==> src/rtl/mem_ctrl_pkg.sv <==
// ---------------------------------------------------------------------------
// mem_ctrl_pkg : shared types and constants for the memory burst controller
// Revision     : 1.0
// ---------------------------------------------------------------------------
`default_nettype none

package mem_ctrl_pkg;

  typedef enum logic [1:0] {
    IDLE  = 2'd0,
    WRITE = 2'd1,
    READ  = 2'd2
  } state_e;

  localparam int RD_FIFO_DEPTH  = 4;
  localparam int MEM_RD_LATENCY = 2;

endpackage : mem_ctrl_pkg

`default_nettype wire

==> src/rtl/mem_rd_fifo.sv <==
// ---------------------------------------------------------------------------
// mem_rd_fifo : small synchronous FIFO buffering memory read returns
// Revision    : 1.0
// ---------------------------------------------------------------------------
`default_nettype none

module mem_rd_fifo
  import mem_ctrl_pkg::*;
#(
  parameter int DATA_WIDTH = 8,
  parameter int DEPTH      = RD_FIFO_DEPTH
) (
  input  logic                       clk,
  input  logic                       rst_n,
  input  logic                       push_i,
  input  logic [DATA_WIDTH-1:0]      data_i,
  input  logic                       pop_i,
  output logic [DATA_WIDTH-1:0]      data_o,
  output logic                       valid_o,
  output logic [$clog2(DEPTH):0]     occ_o
);

  localparam int AW = $clog2(DEPTH);
  localparam logic [AW:0] C_FULL = (AW+1)'(DEPTH);

  logic [DATA_WIDTH-1:0] mem_q [DEPTH];
  logic [AW-1:0]         wr_ptr_q;
  logic [AW-1:0]         rd_ptr_q;
  logic [AW:0]           cnt_q;
  logic                  push_ok;
  logic                  pop_ok;

  assign pop_ok  = pop_i && (cnt_q != '0);
  assign push_ok = push_i && ((cnt_q != C_FULL) || pop_ok);

  always_ff @(posedge clk or negedge rst_n) begin
    if (!rst_n) begin
      wr_ptr_q <= '0;
      rd_ptr_q <= '0;
      cnt_q    <= '0;
    end else begin
      if (push_ok) wr_ptr_q <= wr_ptr_q + AW'(1);
      if (pop_ok)  rd_ptr_q <= rd_ptr_q + AW'(1);
      cnt_q <= cnt_q + (AW+1)'(push_ok) - (AW+1)'(pop_ok);
    end
  end

  // Storage carries no reset; only the pointers define validity.
  always_ff @(posedge clk) begin
    if (push_ok) mem_q[wr_ptr_q] <= data_i;
  end

  assign data_o  = mem_q[rd_ptr_q];
  assign valid_o = (cnt_q != '0);
  assign occ_o   = cnt_q;

endmodule : mem_rd_fifo

`default_nettype wire

==> src/rtl/mem_burst_ctrl.sv <==
// ---------------------------------------------------------------------------
// mem_burst_ctrl : burst initiator streaming write/read beats to reg_mem
// Revision       : 1.0
// ---------------------------------------------------------------------------
`default_nettype none

module mem_burst_ctrl
  import mem_ctrl_pkg::*;
#(
  parameter int DATA_WIDTH = 8,
  parameter int ADDR_BITS  = 6
) (
  input  logic                  clk,
  input  logic                  rst_n,
  input  logic                  cmd_valid_i,
  output logic                  cmd_ready_o,
  input  logic                  cmd_write_i,
  input  logic [ADDR_BITS-1:0]  cmd_addr_i,
  input  logic [ADDR_BITS-1:0]  cmd_len_i,
  input  logic [DATA_WIDTH-1:0] wr_data_i,
  input  logic                  wr_valid_i,
  output logic                  wr_ready_o,
  output logic [DATA_WIDTH-1:0] rd_data_o,
  output logic                  rd_valid_o,
  input  logic                  rd_ready_i,
  output logic                  done_o,
  output logic [ADDR_BITS-1:0]  mem_addr_o,
  output logic [DATA_WIDTH-1:0] mem_data_in_o,
  output logic                  mem_wen_o,
  input  logic [DATA_WIDTH-1:0] mem_data_out_i
);

  localparam int FIFO_AW = $clog2(RD_FIFO_DEPTH);
  localparam logic [FIFO_AW+1:0]  C_DEPTH  = (FIFO_AW+2)'(RD_FIFO_DEPTH);
  localparam logic [ADDR_BITS-1:0] C_A_ONE = ADDR_BITS'(1);
  localparam logic [ADDR_BITS:0]   C_I_ONE = (ADDR_BITS+1)'(1);

  state_e                  state_q;
  logic [ADDR_BITS-1:0]    addr_q;
  logic [ADDR_BITS-1:0]    len_q;
  logic [ADDR_BITS-1:0]    beat_q;
  logic [ADDR_BITS:0]      issued_q;
  logic [ADDR_BITS-1:0]    mem_addr_q;
  logic [DATA_WIDTH-1:0]   mem_data_in_q;
  logic                    mem_wen_q;
  logic                    done_q;
  logic [MEM_RD_LATENCY-1:0] pipe_v_q;

  logic [FIFO_AW:0]        fifo_occ;
  logic                    fifo_valid;
  logic [DATA_WIDTH-1:0]   fifo_data;
  logic [FIFO_AW+1:0]      inflight;
  logic [FIFO_AW+1:0]      outstanding;
  logic                    rd_issue;
  logic                    rd_hs;
  logic                    wr_hs;

  // In-flight reads: one bit per pipeline stage between issue and FIFO push.
  always_comb begin
    inflight = '0;
    for (int i = 0; i < MEM_RD_LATENCY; i++) begin
      inflight = inflight + (FIFO_AW+2)'(pipe_v_q[i]);
    end
  end

  assign outstanding = {1'b0, fifo_occ} + inflight;
  assign rd_issue    = (state_q == READ) && (issued_q <= {1'b0, len_q}) &&
                       (outstanding < C_DEPTH);
  assign rd_hs       = fifo_valid && rd_ready_i;
  assign wr_hs       = (state_q == WRITE) && wr_valid_i;

  always_ff @(posedge clk or negedge rst_n) begin
    if (!rst_n) begin
      state_q       <= IDLE;
      addr_q        <= '0;
      len_q         <= '0;
      beat_q        <= '0;
      issued_q      <= '0;
      mem_addr_q    <= '0;
      mem_data_in_q <= '0;
      mem_wen_q     <= 1'b0;
      done_q        <= 1'b0;
      pipe_v_q      <= '0;
    end else begin
      done_q    <= 1'b0;
      mem_wen_q <= 1'b0;
      pipe_v_q  <= {pipe_v_q[MEM_RD_LATENCY-2:0], rd_issue};
      case (state_q)
        IDLE: begin
          if (cmd_valid_i) begin
            addr_q   <= cmd_addr_i;
            len_q    <= cmd_len_i;
            beat_q   <= '0;
            issued_q <= '0;
            state_q  <= cmd_write_i ? WRITE : READ;
          end
        end
        WRITE: begin
          if (wr_hs) begin
            mem_addr_q    <= addr_q;
            mem_data_in_q <= wr_data_i;
            mem_wen_q     <= 1'b1;
            addr_q        <= addr_q + C_A_ONE;
            beat_q        <= beat_q + C_A_ONE;
            if (beat_q == len_q) begin
              state_q <= IDLE;
              done_q  <= 1'b1;
            end
          end
        end
        READ: begin
          if (rd_issue) begin
            mem_addr_q <= addr_q;
            addr_q     <= addr_q + C_A_ONE;
            issued_q   <= issued_q + C_I_ONE;
          end
          if (rd_hs) begin
            beat_q <= beat_q + C_A_ONE;
            if (beat_q == len_q) begin
              state_q <= IDLE;
              done_q  <= 1'b1;
            end
          end
        end
        default: state_q <= IDLE;
      endcase
    end
  end

  mem_rd_fifo #(
    .DATA_WIDTH (DATA_WIDTH),
    .DEPTH      (RD_FIFO_DEPTH)
  ) u_rd_fifo (
    .clk     (clk),
    .rst_n   (rst_n),
    .push_i  (pipe_v_q[MEM_RD_LATENCY-1]),
    .data_i  (mem_data_out_i),
    .pop_i   (rd_hs),
    .data_o  (fifo_data),
    .valid_o (fifo_valid),
    .occ_o   (fifo_occ)
  );

  assign cmd_ready_o   = (state_q == IDLE);
  assign wr_ready_o    = (state_q == WRITE);
  assign rd_valid_o    = fifo_valid;
  assign rd_data_o     = fifo_data;
  assign done_o        = done_q;
  assign mem_addr_o    = mem_addr_q;
  assign mem_data_in_o = mem_data_in_q;
  assign mem_wen_o     = mem_wen_q;

endmodule : mem_burst_ctrl

`default_nettype wire
==> config.mk <==
export PLATFORM = sky130hd
export DESIGN_NAME = mem_burst_ctrl
export DESIGN_NICKNAME = d
export VERILOG_FILES = /design/src/rtl/mem_ctrl_pkg.sv /design/src/rtl/mem_rd_fifo.sv /design/src/rtl/mem_burst_ctrl.sv
export SDC_FILE = /design/constraint.sdc
export NUM_CORES = 1
export LEC_CHECK = 0
export ABC_CLOCK_PERIOD_IN_PS = 5900
export CAP_MARGIN = 15
export CORE_MARGIN = 2
export CORE_UTILIZATION = 41
export DETAILED_ROUTE_END_ITERATION = 12
export PLACE_DENSITY = 0.72
export SLEW_MARGIN = 40
export SYNTH_ARGS = -nofsm -noshare
export SYNTH_HDL_FRONTEND = slang
export SYNTH_SLANG_ARGS = --single-unit
==> constraint.sdc <==
create_clock -name clk -period 5.9 [get_ports clk]
set_input_delay 1.18 -clock clk [delete_from_list [all_inputs] [get_ports clk]]
set_output_delay 1.18 -clock clk [all_outputs]
set_load 0.005 [all_outputs]
==> key figures <==
Power and ir drop
  • Worst ir drop on vdd: 0.225 mV
  • Tot Pwr: 2.37 mW
  • Relative contribution of combinational cells to total power: 0.422
  • Switching part of the total: 0.378
  • P_sw: 896 uW
  • Leakage: 2.00 nW
  • Portion of total power attributed to sequential cells: 0.407
  • Internal Power: 1.47 mW
  • Pwr per Cell Area: 474 nW/um2
  • Clock group share of total power: 0.171

Clocking
  • Clock tree buffer depth: 2
  • Hold-fix buffers at CTS: 0
  • Number of buffers added by the clock tree synthesis step: 9
  • Clock tree from TritonCTS: built
  • Total setup buffers inserted after CTS: 0
  • CTS root buf: sky130_fd_sc_hd__clkbuf_8
  • Cts repair resizes: 0
  • Clk slew on worst S/H paths: 0.09 ns
  • Number of clock sinks: 84
  • Clock latency on the worst-skew pair: 0.36 ns
  • H-tree depth reported by CTS: 3

Place
  • Number of buffers inserted by port buffering: 60
  • Worst setup timing slack at the placement stage: 2.74 ns
  • Routability cong.: 0.759
  • Post-DP HPWL: 5.63 mm

Timing
  • Max transition margin: 0.565
  • Fin worst setup slack: 2.57 ns
  • Unrepaired setup endpoints after global routing: false
  • WHS: 0.394 ns
  • Worst Clk Skew: 0.0110 ns
  • Final sum of negative setup slack: 0 ns
  • Number of failing setup endpoints in the final timing report: 0
  • Clock period minus final worst setup slack: 3.33 ns
  • Maximum operating frequency: 0.300 GHz
  • Final worst-path cycle share: 0.565
  • Worst Tran Pin Value: 0.652 ns
  • Fin. max-slew vios: 0
  • Final hold viol count: 0

Synth
  • Register bit total from synthesis: 84
  • Top area cells in the synthesized netlist: sky130_fd_sc_hd__dfrtp_1 32%, sky130_fd_sc_hd__edfxtp_1 24%, sky130_fd_sc_hd__ha_1 6.1%
  • Post-synthesis cell area: 4070 um2
  • Mean cell area of the mapped netlist: 12.3 um2
  • YS warnings: 0
  • Top cell type by total area after synthesis: sky130_fd_sc_hd__dfrtp_1
  • Unique cell type count in the Yosys netlist: 52
  • Gate count of the mapped netlist: 332
  • Synthesized Nets: 387
  • Number of enable flip-flop cells after synthesis: 32
  • Flip-flop cell with the highest count after synthesis: sky130_fd_sc_hd__dfrtp_1
  • Top cell type's share of synthesized area: 0.320
  • Share of the yosys chip area belonging to registers: 0.555
  • Async set-or-reset flop fraction in the synthesized netlist: 0.619

Route
  • DRC violation count after routing: 0
  • DR vias/cell: 5.16
  • Number of DRC markers in iteration 0: 131
  • First-pass detailed-route iteration total: 7
  • Average routed wire per standard cell: 14.7 um
  • Routed via count: 2749
  • Routed WL: 7.85 mm
  • Number of nets with antenna violations after detailed routing: 0

Die
  • Initial core utilization: 0.419
  • Die height: 104 um
  • Number of rows created at floorplan: 36
  • Die area: 10700 um2
  • Width of the die: 104 um
  • Core box area: 9730 um2
  • IO Pins: 61

Critical path
  • Category of the worst setup path launch point: register
  • Critical Setup Path Class: register to primary output
  • CP max stage delay: 0.74 ns
  • Critical path required time: 4.72 ns
  • Worst Path Arrival: 2.15 ns
  • Cell depth of the worst flop-to-flop path: 7
  • Biggest fanout along the worst timing path: 10
  • Master of the slowest instance on the critical path: sky130_fd_sc_hd__dfrtp_1
  • Endpoint type of the worst setup path: primary output
  • Cell Chain, Critical Path: mux4_2 > clkdlybuf4s50_1

Global routing
  • Largest net degree at the start of global routing: 53
  • Global-route usage over all layers: 0.151
  • Total congestion overflow: 0
  • First-pass GRT wire length: 13.2 mm
  • Initial antenna violation count: 0
  • Vias in the first global route: 2764

Flow run
  • Max_cap viols: 0

Layout
  • Final antenna diode count: 0
  • Area delta synth->final: 22.7%
  • Count of nets after finishing: 450
  • Ratio of cells with drive above 1 in the final layout: 0.128

Status
  • Status: finished clean

Worst hold path
  • Min-Delay Path Depth: 0
  • Worst hold path type: register to register
-- final cells by class --
class | count | area [um2]
clock buffer | 9 | 124
clock inverter | 7 | 76.3
fill | 881 | 4730
inverter | 24 | 90.1
multi-input combinational | 215 | 1680
sequential | 84 | 2260
tap | 133 | 166
timing repair buffer | 61 | 603
-- per-layer routing --
metal | wire length, um | GRT usage
met1 | 3460 | 0.194
met2 | 3860 | 0.249
met3 | 418 | 0.0428
met4 | 114 | 0.0492
met5 | 0 | 0
-- synthesized netlist by cell type (3+ instances only) --
cell / instances
sky130_fd_sc_hd__nor3_1: 7
sky130_fd_sc_hd__mux2_2: 14
sky130_fd_sc_hd__mux4_2: 8
sky130_fd_sc_hd__ha_1: 20
sky130_fd_sc_hd__mux2i_1: 3
sky130_fd_sc_hd__o21ai_0: 19
sky130_fd_sc_hd__nand2b_1: 11
sky130_fd_sc_hd__inv_1: 23
sky130_fd_sc_hd__nand3_1: 20
sky130_fd_sc_hd__dfrtp_1: 52
sky130_fd_sc_hd__o31ai_1: 3
sky130_fd_sc_hd__nand2_1: 22
sky130_fd_sc_hd__edfxtp_1: 32
sky130_fd_sc_hd__a21boi_0: 5
sky130_fd_sc_hd__nor2_1: 10
sky130_fd_sc_hd__and3_1: 4
sky130_fd_sc_hd__and2_1: 5
sky130_fd_sc_hd__o21ai_1: 3
sky130_fd_sc_hd__xnor2_1: 8
sky130_fd_sc_hd__a21oi_1: 15
sky130_fd_sc_hd__clkbuf_1: 5
sky130_fd_sc_hd__a221o_1: 5
-- metrics by stage --
stage	instances	instance area, um2	utilization
detailed placement	517	4800	0.493
global placement	517	4800	0.493
global route	533	5000	0.514
floorplan	332	4070	-
finish	533	5000	0.514
CTS	533	5000	0.514
-- cells in the final DEF, fill, tap and decap left out, types with 7 or more instances in the layout --
cell type,count
sky130_fd_sc_hd__a21oi_1,15
sky130_fd_sc_hd__inv_1,23
sky130_fd_sc_hd__clkdlybuf4s50_1,59
sky130_fd_sc_hd__dfrtp_1,52
sky130_fd_sc_hd__nand2_1,22
sky130_fd_sc_hd__nor2_1,10
sky130_fd_sc_hd__nor3_1,7
sky130_fd_sc_hd__mux2_2,14
sky130_fd_sc_hd__xnor2_1,8
sky130_fd_sc_hd__mux4_2,8
sky130_fd_sc_hd__ha_1,20
sky130_fd_sc_hd__nand2b_1,11
sky130_fd_sc_hd__nand3_1,20
sky130_fd_sc_hd__o21ai_0,19
sky130_fd_sc_hd__edfxtp_1,32
sky130_fd_sc_hd__clkbuf_8,9
-- flip-flops by register name, summed over array words and instances, names as in the netlist --
| signal | count |
|---|---|
| mem_addr_o | 6 |
| issued_q | 7 |
| pipe_v_q | 2 |
| u_rd_fifo.wr_ptr_q | 2 |
| u_rd_fifo.occ_o | 3 |
| done_o | 1 |
| mem_wen_o | 1 |
| addr_q | 6 |
| mem_data_in_o | 8 |
| u_rd_fifo.rd_ptr_q | 2 |
| state_q | 2 |
| len_q | 6 |
| u_rd_fifo.mem_q | 32 |
| beat_q | 6 |
-- cell families after synthesis --
| logic type | Yosys count | synth area share |
|---|---|---|
| buf+inv | 33 | 0.0329 |
| flops | 84 | 0.555 |
| compound gates | 66 | 0.111 |
| simple gates | 93 | 0.122 |
| fa+ha+maj | 21 | 0.0664 |
| mux | 25 | 0.0903 |
| xor+xnor | 10 | 0.0215 |
-- power groups by stage --
stage,Sequential (mW),Combinational [mW],Clock (mW)
floorplan,0.903,0.707,0
global placement,0.963,0.974,0
detailed placement,0.975,1.01,0
CTS,0.964,1.01,0.422
global route,0.990,1.12,0.444
finish,0.964,0.999,0.406
-- path summary, 6_finish.rpt --
kind,to,slack [ns],start
min,pipe_v_q[1],0.39,pipe_v_q[0]
min reg2reg,pipe_v_q[1],0.39,pipe_v_q[0]
max reg2reg,issued_q[2],3.22,state_q[0]
min in group asynchronous,addr_q[3],0.93,rst_n
max,rd_data_o[3],2.57,u_rd_fifo.rd_ptr_q[0]
max in group asynchronous,u_rd_fifo.wr_ptr_q[0],4.54,rst_n
-- worst max-delay path: cells and delay by family, from the launching register on --
| family | cells | cell delay [ns] |
|---|---|---|
| flip-flops | 1 | 0.74 |
| multiplexers | 1 | 0.58 |
| buffers and inverters | 1 | 0.47 |
Power figures use the tool's default switching activity.
